File: config.mk
export PLATFORM = sky130hd
export DESIGN_NAME = cdma_tx_scheduler
export DESIGN_NICKNAME = d
export VERILOG_FILES = /design/src/rtl/cdma_pkg.sv /design/src/rtl/rr_arbiter_2.sv /design/src/rtl/cdma_tx_scheduler.sv
export SDC_FILE = /design/constraint.sdc
export NUM_CORES = 1
export LEC_CHECK = 0
export BUFFER_PORTS_ARGS = -buffer_cell sky130_fd_sc_hd__buf_2
export CAP_MARGIN = 20
export CORE_AREA = 2 2 67 69
export DETAILED_ROUTE_END_ITERATION = 12
export DIE_AREA = 0 0 69 71
export PLACE_DENSITY = 0.7
export SYNTH_ARGS = -nofsm -noshare
export SYNTH_HDL_FRONTEND = slang
export SYNTH_SLANG_ARGS = --single-unit
File: constraint.sdc
create_clock -name clk -period 1.5 [get_ports clk]
set_clock_uncertainty 0.15 [all_clocks]
set_input_delay 0.075 -clock clk [delete_from_list [all_inputs] [get_ports clk]]
set_output_delay 0.075 -clock clk [all_outputs]
set_load 0.01 [all_outputs]
File: src/rtl/cdma_pkg.sv
// cdma_pkg: shared state encoding, code width and reset codes for the CDMA transmit scheduler
package cdma_pkg;
  localparam int CODE_W = 6;
  localparam logic [CODE_W-1:0] CODE1_RST = 6'h2B;
  localparam logic [CODE_W-1:0] CODE2_RST = 6'h17;
  typedef enum logic [1:0] {IDLE, SPREAD, GUARD} state_e;
endpackage

File: src/rtl/rr_arbiter_2.sv
// rr_arbiter_2: two-requester round-robin arbiter; last_i = 1 means user 2 was granted last
module rr_arbiter_2 (
  input  logic [1:0] req_i,
  input  logic       en_i,
  input  logic       last_i,
  output logic [1:0] grant_o,
  output logic       last_o
);
  assign grant_o[0] = en_i & req_i[0] & (~req_i[1] | last_i);
  assign grant_o[1] = en_i & req_i[1] & (~req_i[0] | ~last_i);
  assign last_o = |grant_o ? grant_o[1] : last_i;
endmodule

File: src/rtl/cdma_tx_scheduler.sv
// cdma_tx_scheduler: round-robin bit scheduler for the two-user spreader, with guard chips
// and code registers that only change between bits.
module cdma_tx_scheduler
  import cdma_pkg::*;
#(
  parameter int CHIPS_PER_BIT = 63,
  parameter int GUARD_CHIPS   = 2
) (
  input  logic              clk,
  input  logic              rst_n,
  input  logic              u1_valid,
  input  logic              u1_bit,
  output logic              u1_ready,
  input  logic              u2_valid,
  input  logic              u2_bit,
  output logic              u2_ready,
  input  logic              cfg_we,
  input  logic              cfg_sel,
  input  logic [CODE_W-1:0] cfg_code,
  output logic [CODE_W-1:0] user_code_1,
  output logic [CODE_W-1:0] user_code_2,
  output logic              tx_bit,
  output logic              tx_user_sel,
  output logic              tx_active,
  output logic              bit_start,
  output logic [5:0]        chip_idx
);
  localparam logic [5:0] C_LAST = 6'(CHIPS_PER_BIT - 1);
  localparam logic [3:0] G_LAST = 4'(GUARD_CHIPS > 0 ? GUARD_CHIPS - 1 : 0);
  state_e            state_q, state_d;
  logic [5:0]        chip_q, chip_d;
  logic [3:0]        guard_q, guard_d;
  logic              rr_last_q, rr_last_d;
  logic              tx_bit_q, tx_bit_d, tx_sel_q, tx_sel_d;
  logic [CODE_W-1:0] code1_q, code1_d, code2_q, code2_d;
  logic [CODE_W-1:0] pend1_q, pend1_d, pend2_q, pend2_d;
  logic [1:0]        grant;
  logic              idle;
  assign idle = state_q == IDLE;
  rr_arbiter_2 u_arb (
    .req_i  ({u2_valid, u1_valid}),
    .en_i   (idle),
    .last_i (rr_last_q),
    .grant_o(grant),
    .last_o (rr_last_d)
  );
  assign u1_ready    = grant[0];
  assign u2_ready    = grant[1];
  assign tx_active   = state_q == SPREAD;
  assign bit_start   = tx_active && chip_q == 6'd0;
  assign chip_idx    = chip_q;
  assign tx_bit      = tx_bit_q;
  assign tx_user_sel = tx_sel_q;
  assign user_code_1 = code1_q;
  assign user_code_2 = code2_q;
  always_comb begin
    state_d  = state_q;
    chip_d   = chip_q;
    guard_d  = guard_q;
    tx_bit_d = tx_bit_q;
    tx_sel_d = tx_sel_q;
    case (state_q)
      IDLE: if (|grant) begin
        state_d  = SPREAD;
        chip_d   = 6'd0;
        tx_bit_d = grant[1] ? u2_bit : u1_bit;
        tx_sel_d = grant[1];
      end
      SPREAD: if (chip_q == C_LAST) begin
        state_d = GUARD_CHIPS == 0 ? IDLE : GUARD;
        chip_d  = 6'd0;
        guard_d = 4'd0;
      end else begin
        chip_d = chip_q + 6'd1;
      end
      GUARD: begin
        guard_d = guard_q + 4'd1;
        state_d = guard_q == G_LAST ? IDLE : GUARD;
      end
      default: state_d = IDLE;
    endcase
  end
  // Zero is not a usable code, so such writes are dropped; active codes only load while idle.
  always_comb begin
    pend1_d = (cfg_we && !cfg_sel && cfg_code != '0) ? cfg_code : pend1_q;
    pend2_d = (cfg_we && cfg_sel && cfg_code != '0) ? cfg_code : pend2_q;
    code1_d = idle ? pend1_d : code1_q;
    code2_d = idle ? pend2_d : code2_q;
  end
  always_ff @(posedge clk or negedge rst_n) begin
    if (!rst_n) begin
      state_q   <= IDLE;
      chip_q    <= 6'd0;
      guard_q   <= 4'd0;
      rr_last_q <= 1'b1;
      tx_bit_q  <= 1'b0;
      tx_sel_q  <= 1'b0;
      code1_q   <= CODE1_RST;
      code2_q   <= CODE2_RST;
      pend1_q   <= CODE1_RST;
      pend2_q   <= CODE2_RST;
    end else begin
      state_q   <= state_d;
      chip_q    <= chip_d;
      guard_q   <= guard_d;
      rr_last_q <= rr_last_d;
      tx_bit_q  <= tx_bit_d;
      tx_sel_q  <= tx_sel_d;
      code1_q   <= code1_d;
      code2_q   <= code2_d;
      pend1_q   <= pend1_d;
      pend2_q   <= pend2_d;
    end
  end
endmodule
==> results.json, run 1 <==
{
  "outcome": "complete, but fails checks",
  "violations": "negative setup slack",
  "synthesis.nets": 209,
  "hp-class": "primary input to register",
  "timing.final.crit_period_ns": 1.81,
  "synth_compound_gate_area_share_pct": 21.9,
  "power.share.clock_pct": 33.1,
  "rsz0062_at_grt": "true",
  "synth-async-reset-ratio_pct": 100,
  "pre_cts_ws_ns": -0.0167,
  "area_growth_pct": 39.0,
  "startpoint": "chip_idx[0]",
  "post-route-period-util_pct": 120,
  "clock_latency_ns": 0.29,
  "met3_usage_pct": 5.84,
  "p_int_uw": 1560,
  "antenna_found_initial": 0,
  "vias": 1667,
  "grt_use_met1_pct": 24.0,
  "worst_pin_slew_ns": 0.494,
  "clkSlewWorstSetupHoldPaths_ns": 0.08,
  "p_leak_uw": 0.00118,
  "cts_made_buffers": 5,
  "cts_buffer_depth": 2,
  "die_h_um": 71,
  "hpwlAfterDp_mm": 2.85,
  "cts_tree": "done",
  "cellPowerDensity_nw_per_um2": 761,
  "overflow": 0,
  "dr.pass1.iters": 4,
  "grt_max_degree": 40,
  "die_x_um": 69,
  "netlist_area_um2": 1970,
  "core_um2": 4200,
  "root_buffer": "clkbuf_8",
  "yosysSeqAreaShare_pct": 50.7,
  "reg2reg_slack_ns": -0.03,
  "drc": 0,
  "cts_max_level": 2,
  "reg2reg_from": "chip_idx[1]",
  "p_sw_share_pct": 24.9,
  "met2_usage_pct": 29.2,
  "setup_ws_ns": -0.305,
  "path_class": "register to output pin",
  "p_sw_uw": 518,
  "grt.total_usage_pct": 18.6,
  "ant_nets": 0,
  "required_ns": 1.27,
  "reg2reg_to": "guard_q[1]",
  "nets": 283,
  "ys_types": 45,
  "relSlewSlack_pct": 67.1,
  "first_iter_violations": 127,
  "vdd_drop_max_v": 0.000475,
  "grt_first_pass_wirelength_mm": 7.33,
  "r2r_cells": 5,
  "antennaDiodeCount": 0,
  "clkSinkCount": 39,
  "synth_edf_count": 0,
  "synth.avg_cell_area_um2": 10.4,
  "yosys_warnings": 0,
  "ios": 38,
  "synth-seq-cells": 39,
  "wl_per_cell_um": 14.6,
  "drv_slew": 0,
  "syn_inst": 190,
  "place_congestion": 0.783,
  "via_per_inst": 5.26,
  "synth_top_family_by_area": "compound AO/OA/AOI/OAI gates",
  "critPathMaxFanout": 2,
  "pwr-share-seq_pct": 55.8,
  "drive_above_1_share_pct": 46.0,
  "crit_path_end_kind": "output pin",
  "synth-simple-area-share_pct": 15.1,
  "synth_mux_area_share_pct": 1.02,
  "die_area_um2": 4900,
  "critPathLaunchType": "register",
  "dpl.cell_count": 290,
  "crit_arrival_ns": 1.58,
  "finalSetupViolCount": 3,
  "synth_ff_type": "dfrtp_1",
  "stdcell_count": 317,
  "worstSetupEndpoint": "bit_start",
  "row_count": 24,
  "start_util_pct": 46.8,
  "synthXorXnorAreaFrac_pct": 0.891,
  "busiest_layer": "met2",
  "finalHoldViolCount": 0,
  "cap_violations": 0,
  "first_global_vias": 1599,
  "routed_wl_mm": 4.61,
  "combPwrFrac_pct": 11.1,
  "synth_adder_area_share_pct": 3.18,
  "portBuffers": 37,
  "max_clock_freq_mhz": 554
}
## flip-flops by register name (all words and copies together), names as in the netlist
signal	cells
state_q	2
guard_q	4
tx_bit	1
pend1_q	6
pend2_q	6
rr_last_q	1
tx_user_sel	1
user_code_1	6
chip_idx	6
user_code_2	6
## per-stage QoR
stage / util (%) / TNS, ns / cell area [um^2] / hold slack [ns] / total power, uW
after floorplan: - / -0.0243 / 1980 / -0.371 / 1280
after global placement: 55.2 / 0 / 2320 / 0.00416 / 1360
after detailed placement: 55.2 / -0.0167 / 2320 / 0.00990 / 1370
after CTS: 61.6 / -0.363 / 2590 / 0.0323 / 2080
after global routing: 65.0 / -1.22 / 2730 / 0.0325 / 2180
final: 65.0 / -0.335 / 2730 / 0.0298 / 2080
## critical path, stage by stage, from the launching register on
cell and delay, ns:
dfrtp_1 0.39, inv_2 0.06, ha_1 0.14, or4b_4 0.46, nor3_2 0.10, buf_2 0.14
## layout make-up
class | instances | area, um^2
sequential | 39 | 1000
tap | 52 | 65.1
timing repair buffer | 75 | 542
clock inverter | 1 | 5.00
clock buffer | 7 | 76.3
fill | 344 | 1470
multi-input combinational | 121 | 957
inverter | 22 | 88.8
## cells in the final DEF (no fill, tap or decap), drive strengths merged, types with 2 or more instances in the layout
cell type / count
xor2: 2
a21boi: 2
nand3: 7
ha: 5
or2: 2
a22oi: 12
o211ai: 2
inv: 21
nand2b: 4
nor2: 3
nor3: 3
o21ai: 17
clkbuf: 7
a21o: 2
nand2: 18
a21oi: 3
dlygate4sd3: 10
dfrtp: 22
buf: 65
o31ai: 15
dfstp: 17
mux2i: 2
o2bb2ai: 3
## cells in the mapped netlist (4+ instances only)
cell type,number,share of area (%)
dfrtp_1,22,28
inv_1,22,4.2
nand2_1,18,3.4
dfstp_2,17,23
o21ai_0,13,3.3
o31ai_1,13,5.0
a22oi_1,12,4.6
nand3_1,6,1.5
buf_2,5,1.3
ha_1,5,3.2
nand2b_1,4,1.3
o21ai_1,4,1.0
## metal layers
metal  share of wire, %  up-vias
met1                 47      789
met2                 48       38
met5                  0        -
li1                   -      834
met3                4.6        6
met4                1.0        0
## power groups by stage
stage	clock, uW	combinational, uW	sequential, uW
after global routing	756	259	1170
after global placement	0	188	1180
after CTS	701	215	1160
after floorplan	0	93.0	1190
final	688	232	1160
after detailed placement	0	191	1180
## worst min path at each step
| stage | startpoint | endpoint | slack, ns | depth (start not counted) |
|---|---|---|---|---|
| 2_1_floorplan | rst_n | chip_idx[0] | -0.37 | 0 |
| 3_3_place_gp | rst_n | user_code_2[3] | 0.004 | 2 |
| 3_5_place_dp | rst_n | guard_q[2] | 0.01 | 2 |
| 4_1_cts | u2_bit | tx_bit | 0.03 | 3 |
| 5_1_grt | u2_bit | tx_bit | 0.03 | 3 |
| 6_report | u2_bit | tx_bit | 0.03 | 3 |
## cells by family after synthesis
kind of cell | after synthesis
compound gates | 62
xor+xnor | 2
fa+ha+maj | 5
buf+inv | 30
flops | 39
mux | 2
simple gates | 50
## what timing repair did
| action | CTS | global route |
|---|---|---|
| pin swaps | 0 | 5 |
| endpoints found under the hold margin | 50 | 0 |
| buffers inserted | 4 | 6 |
| hold buffers | 10 | 0 |
| gates resized for setup | 15 | 25 |
| setup endpoints to repair | 4 | 26 |
Power figures use the tool's default switching activity.
==> run 2, diff against run 1 <==
Settings changed: REMOVE_ABC_BUFFERS set to 1.
==> run 2 against run 1 <==
Compared with the run above:
- wire length is 12% higher
- die area stayed put
- largest power group unchanged
- critical path depth stayed put
- sequential power hardly changed
- register-to-register slack better by 0.02 ns
- final cell count is 1.6% higher
- hold slack better by 0.015 ns
- the run still ends with negative setup slack left
- maximum frequency is 2.7% lower
==> results.json, run 2 (synthesis gave the netlist of run 1 again) <==
{
  "cap_violations": 0,
  "crit_path_max_incr_delay_ns": 0.46,
  "row_count": 24,
  "stdcell_count": 322,
  "violations": "negative setup slack",
  "fin_util_pct": 68.4,
  "clock_latency_ns": 0.29,
  "place_congestion": 0.841,
  "crit_path_cell_trace": "inv_1, ha_1, or4b_4, nor3_2, buf_2",
  "relSlewSlack_pct": 73.1,
  "clkSinkCount": 39,
  "nFillCells": 313,
  "first_global_vias": 1610,
  "drc": 0,
  "p_sw_share_pct": 24.5,
  "drv_slew": 0,
  "vdd_drop_max_v": 0.000458,
  "critPathMaxFanout": 4,
  "start_util_pct": 46.8,
  "required_ns": 1.27,
  "crit_arrival_ns": 1.63,
  "overflow": 0,
  "outcome": "complete, but fails checks",
  "power.share.clock_pct": 33.7,
  "worst_pin_slew_ns": 0.403,
  "hp-class": "primary input to register",
  "grt.total_usage_pct": 19.5,
  "path_class": "register to output pin",
  "first_iter_violations": 125,
  "critPathLaunchType": "register",
  "post-route-period-util_pct": 124,
  "antennaDiodeCount": 0,
  "pwr-share-seq_pct": 54.2,
  "max_clock_freq_mhz": 539,
  "drive_above_1_share_pct": 49.6,
  "die_x_um": 69,
  "setup_ws_ns": -0.355,
  "core_um2": 4200,
  "wl_per_cell_um": 16.0,
  "finalHoldViolCount": 0,
  "die_area_um2": 4900,
  "cts_buffer_depth": 2,
  "grt_max_degree": 25,
  "grt_first_pass_wirelength_mm": 7.63,
  "ant_nets": 0,
  "p_leak_uw": 0.00123,
  "root_buffer": "clkbuf_8",
  "antenna_found_initial": 0,
  "dpl.cell_count": 293,
  "nets": 288,
  "p_sw_uw": 526,
  "finalSetupViolCount": 10,
  "cp_slowest_cell": "or4b_4",
  "cts_tree": "done",
  "fin_setup_tns_ns": -0.447,
  "rsz0062_at_grt": "true",
  "via_per_inst": 5.40,
  "most-common-layout-cells": "35 x buf_2, 24 x buf_4, 21 x dfrtp_1",
  "crit_path_end_kind": "output pin",
  "final_common_cell": "buf_2",
  "portBuffers": 37,
  "routed_wl_mm": 5.15,
  "cts_max_level": 2,
  "p_int_uw": 1620,
  "die_h_um": 71,
  "dr.pass1.iters": 4,
  "cts_made_buffers": 5,
  "timing.final.crit_period_ns": 1.86,
  "hpwlAfterDp_mm": 3.03,
  "clkSlewWorstSetupHoldPaths_ns": 0.07,
  "vias": 1738,
  "area_growth_pct": 46.2,
  "ios": 38,
  "combPwrFrac_pct": 12.1,
  "cellPowerDensity_nw_per_um2": 747
}
==> run 2: cell count changes in the layout (fill, tap and decap cells not counted), sizes merged <==
| cell | before | now |
|---|---|---|
| buf | 65 | 66 |
| clkbuf | 7 | 9 |
| dlygate4sd3 | 10 | 12 |
==> run 2: timing repair <==
item | CTS | global route
hold endpoints to repair | 52 | 0
setup buffers | 0 | 7
pin swaps | 1 | 14
cloned | 0 | 2
endpoints found under the setup margin | 5 | 22
gates resized for setup | 10 | 36
hold buffers | 12 | 0
==> run 2: worst max-delay path, delay by kind of cell, from the launching register on <==
kind | cells | cell delay, ns
adders and majority gates | 1 | 0.13
buffers and inverters | 2 | 0.22
DFF | 1 | 0.41
and+or+nand+nor | 2 | 0.59
==> run 2: power groups by stage <==
stage | Combinational, uW | Clock [uW] | Sequential, uW
finish | 260 | 725 | 1160
global route | 288 | 784 | 1170
CTS | 230 | 740 | 1160
detailed placement | 201 | 0 | 1180
global placement | 194 | 0 | 1180
floorplan | 85.5 | 0 | 1190
==> run 2: worst paths after layout <==
| path | startpoint | endpoint | slack [ns] | cells past startpoint |
|---|---|---|---|---|
| max | chip_idx[1] | bit_start | -0.36 | 5 |
| min | u2_bit | tx_bit | 0.05 | 3 |
| max reg2reg | state_q[1] | tx_bit | -0.01 | 6 |
| min reg2reg | tx_user_sel | tx_user_sel | 0.33 | 1 |
| max in group asynchronous | rst_n | rr_last_q | 0.58 | 3 |
| min in group asynchronous | rst_n | user_code_2[5] | 0.09 | 2 |
==> run 2: cell type report <==
type | instances | area, um^2 | area share (%)
multi-input combinational | 121 | 1000 | 34.8
sequential | 39 | 998 | 34.7
timing repair buffer | 80 | 631 | 21.9
inverter | 22 | 88.8 | 3.09
clock buffer | 7 | 86.3 | 3.00
tap | 52 | 65.1 | 2.26
clock inverter | 1 | 5.00 | 0.174
==> run 2: through the flow <==
stage	setup slack, ns	cell area [um^2]	hold slack (ns)	total power (uW)
floorplan	-0.313	1910	-0.371	1270
global placement	-0.0135	2350	-0.125	1370
detailed placement	-0.0421	2350	-0.126	1380
CTS	-0.353	2600	0.0409	2130
global route	-0.436	2880	0.0579	2240
finish	-0.355	2880	0.0450	2150
==> run 2: routing by layer <==
layer | global-route usage, % | wire [um] | up-vias
met1 | 24.9 | 2220 | 848
met5 | 0 | 0 | -
met3 | 3.99 | 203 | 8
met2 | 32.9 | 2640 | 41
li1 | - | - | 841
met4 | 7.19 | 76 | 0
==> run 3, diff against run 2 <==
Settings changed: CORE_AREA 2 2 67 69 to 2 2 66 68, CTS_BUF_LIST set to sky130_fd_sc_hd__clkbuf_8, DIE_AREA 0 0 69 71 to 0 0 68 70, PLACE_DENSITY 0.7 to 0.72.
==> run 3 against run 2 <==
Compared with the run above:
- the flow still finishes with violations (negative setup slack)
- final cell count shrank 1.2%
- non-clock buffer count fell by 4
- largest cell class unchanged
- sequential power barely moved
- first-iteration DRC count up 22%
- flip-flop and latch count stayed put
- cell area grew 1.6%
- clock power is 42% higher
- utilization up 2.1 points
- power is 15% higher
- hold slack worse by 0.012 ns
==> results.json, run 3 (synthesis gave the netlist of run 1 again) <==
{
  "portBuffers": 37,
  "met2_usage_pct": 34.3,
  "critPathMaxFanout": 2,
  "antennaDiodeCount": 0,
  "outcome": "complete, but fails checks",
  "grt.total_usage_pct": 20.9,
  "die_h_um": 70,
  "max_clock_freq_mhz": 542,
  "row_count": 24,
  "cts_made_buffers": 5,
  "crit_path_max_incr_delay_ns": 0.47,
  "most-common-layout-cells": "35 x buf_2, 24 x buf_4, 21 x dfrtp_1",
  "core_um2": 4140,
  "vias": 1743,
  "finalHoldViolCount": 0,
  "dr.pass1.iters": 4,
  "first_global_vias": 1625,
  "grt_use_met1_pct": 26.9,
  "place_congestion": 0.822,
  "final_common_cell": "buf_2",
  "cap_violations": 0,
  "reg2reg_to": "user_code_2[5]",
  "rsz0062_at_grt": "true",
  "wl_per_cell_um": 15.6,
  "routed_wl_mm": 4.96,
  "busiest_layer": "met2",
  "reg2reg_slack_ns": -0.07,
  "required_ns": 1.27,
  "setup_ws_ns": -0.343,
  "crit_arrival_ns": 1.62,
  "pre_cts_ws_ns": -0.0488,
  "hp-class": "primary input to register",
  "clkSinkCount": 39,
  "path_class": "register to output pin",
  "post-route-period-util_pct": 123,
  "cp_slowest_cell": "or4b_4",
  "drc": 0,
  "grt_max_degree": 22,
  "stdcell_count": 318,
  "timing.final.crit_period_ns": 1.84,
  "antenna_found_initial": 0,
  "crit_path_end_kind": "output pin",
  "p_leak_uw": 0.00125,
  "startpoint": "chip_idx[0]",
  "vdd_drop_max_v": 0.000509,
  "ios": 38,
  "violations": "negative setup slack",
  "die_area_um2": 4760,
  "ant_nets": 0,
  "finalSetupViolCount": 5,
  "overflow": 0,
  "first_iter_violations": 153,
  "nets": 284,
  "grt_first_pass_wirelength_mm": 7.57,
  "area_growth_pct": 48.5,
  "dpl.cell_count": 292,
  "worstSetupEndpoint": "bit_start",
  "relSlewSlack_pct": 50.2,
  "worst_pin_slew_ns": 0.742,
  "cellPowerDensity_nw_per_um2": 845,
  "crit_path_cell_trace": "inv_2, ha_1, or4b_4, nor3_4, buf_2",
  "cts_tree": "done",
  "cts_buffer_depth": 2,
  "clock_latency_ns": 0.30,
  "hpwlAfterDp_mm": 2.92,
  "met3_usage_pct": 4.67,
  "via_per_inst": 5.48,
  "root_buffer": "clkbuf_8",
  "start_util_pct": 47.5,
  "die_x_um": 68,
  "r2r_cells": 5,
  "reg2reg_from": "state_q[0]",
  "drive_above_1_share_pct": 50.8,
  "critPathLaunchType": "register",
  "clkSlewWorstSetupHoldPaths_ns": 0.08,
  "cts_max_level": 2,
  "drv_slew": 0
}
[run 3: cell count changes in the layout (fill, tap and decap cells not counted), moves of 2 or more]
cell / delta
dlygate4sd3_1: -3
bufinv_16: +2
o31ai_1: -2
inv_1: +2
o31ai_2: -3
o31ai_4: +5
[run 3: worst min path at each step]
stage,slack (ns),cells past startpoint,from,to
after floorplan,-0.37,0,rst_n,chip_idx[0]
after global placement,-0.11,1,rst_n,user_code_2[3]
after detailed placement,-0.11,1,rst_n,user_code_2[3]
after CTS,0.02,3,u2_bit,tx_bit
after global routing,0.03,4,cfg_code[2],user_code_1[2]
final,0.03,4,cfg_code[2],user_code_1[2]
[run 3: layout make-up]
class | count | area, um^2
repair buffers | 76 | 583
clock inverters | 3 | 63.8
inverters | 22 | 82.6
fillers | 296 | 1220
multi-input cells | 121 | 1060
well taps | 52 | 65.1
flip-flops and latches | 39 | 998
clock buffers | 5 | 68.8
[run 3: worst max-delay path, delay by kind of cell (launching register included)]
kind	cells	cell delay [ns]
buf+inv	2	0.22
flops	1	0.39
simple gates	2	0.59
fa+ha+maj	1	0.13
[run 3: metal layers]
| layer | vias up | wire (um) |
|---|---|---|
| li1 | 834 | - |
| met1 | 857 | 2110 |
| met4 | 0 | 55 |
| met5 | - | 0 |
| met3 | 5 | 229 |
| met2 | 47 | 2570 |
[run 3: metrics by stage]
| stage | total power, uW | instance area (um^2) | utilization, % | setup TNS, ns | hold WS (ns) |
|---|---|---|---|---|---|
| 3_5_place_dp | 1380 | 2340 | 56.5 | -0.0488 | -0.106 |
| 2_1_floorplan | 1270 | 1910 | - | -3.68 | -0.371 |
| 6_report | 2470 | 2920 | 70.5 | -0.484 | 0.0328 |
| 3_3_place_gp | 1370 | 2340 | 56.5 | -0.0146 | -0.105 |
| 5_1_grt | 2560 | 2920 | 70.5 | -1.46 | 0.0326 |
| 4_1_cts | 2450 | 2700 | 65.2 | -0.373 | 0.0179 |
[run 3: what timing repair did]
action | 4_1_cts | 5_1_grt
gates cloned | 1 | 1
buffers inserted | 3 | 4
hold buffers | 9 | 0
endpoints found under the hold margin | 51 | 0
pin swaps | 4 | 12
gates resized for setup | 19 | 34
setup endpoints to repair | 8 | 25
[run 3: power by group]
part,switching [uW],leakage (uW),total (uW),internal (uW)
sequential,23.3,0.000442,1160,1140
clock,375,0.0000695,1030,658
combinational,159,0.000740,271,112
total,558,0.00125,2470,1910
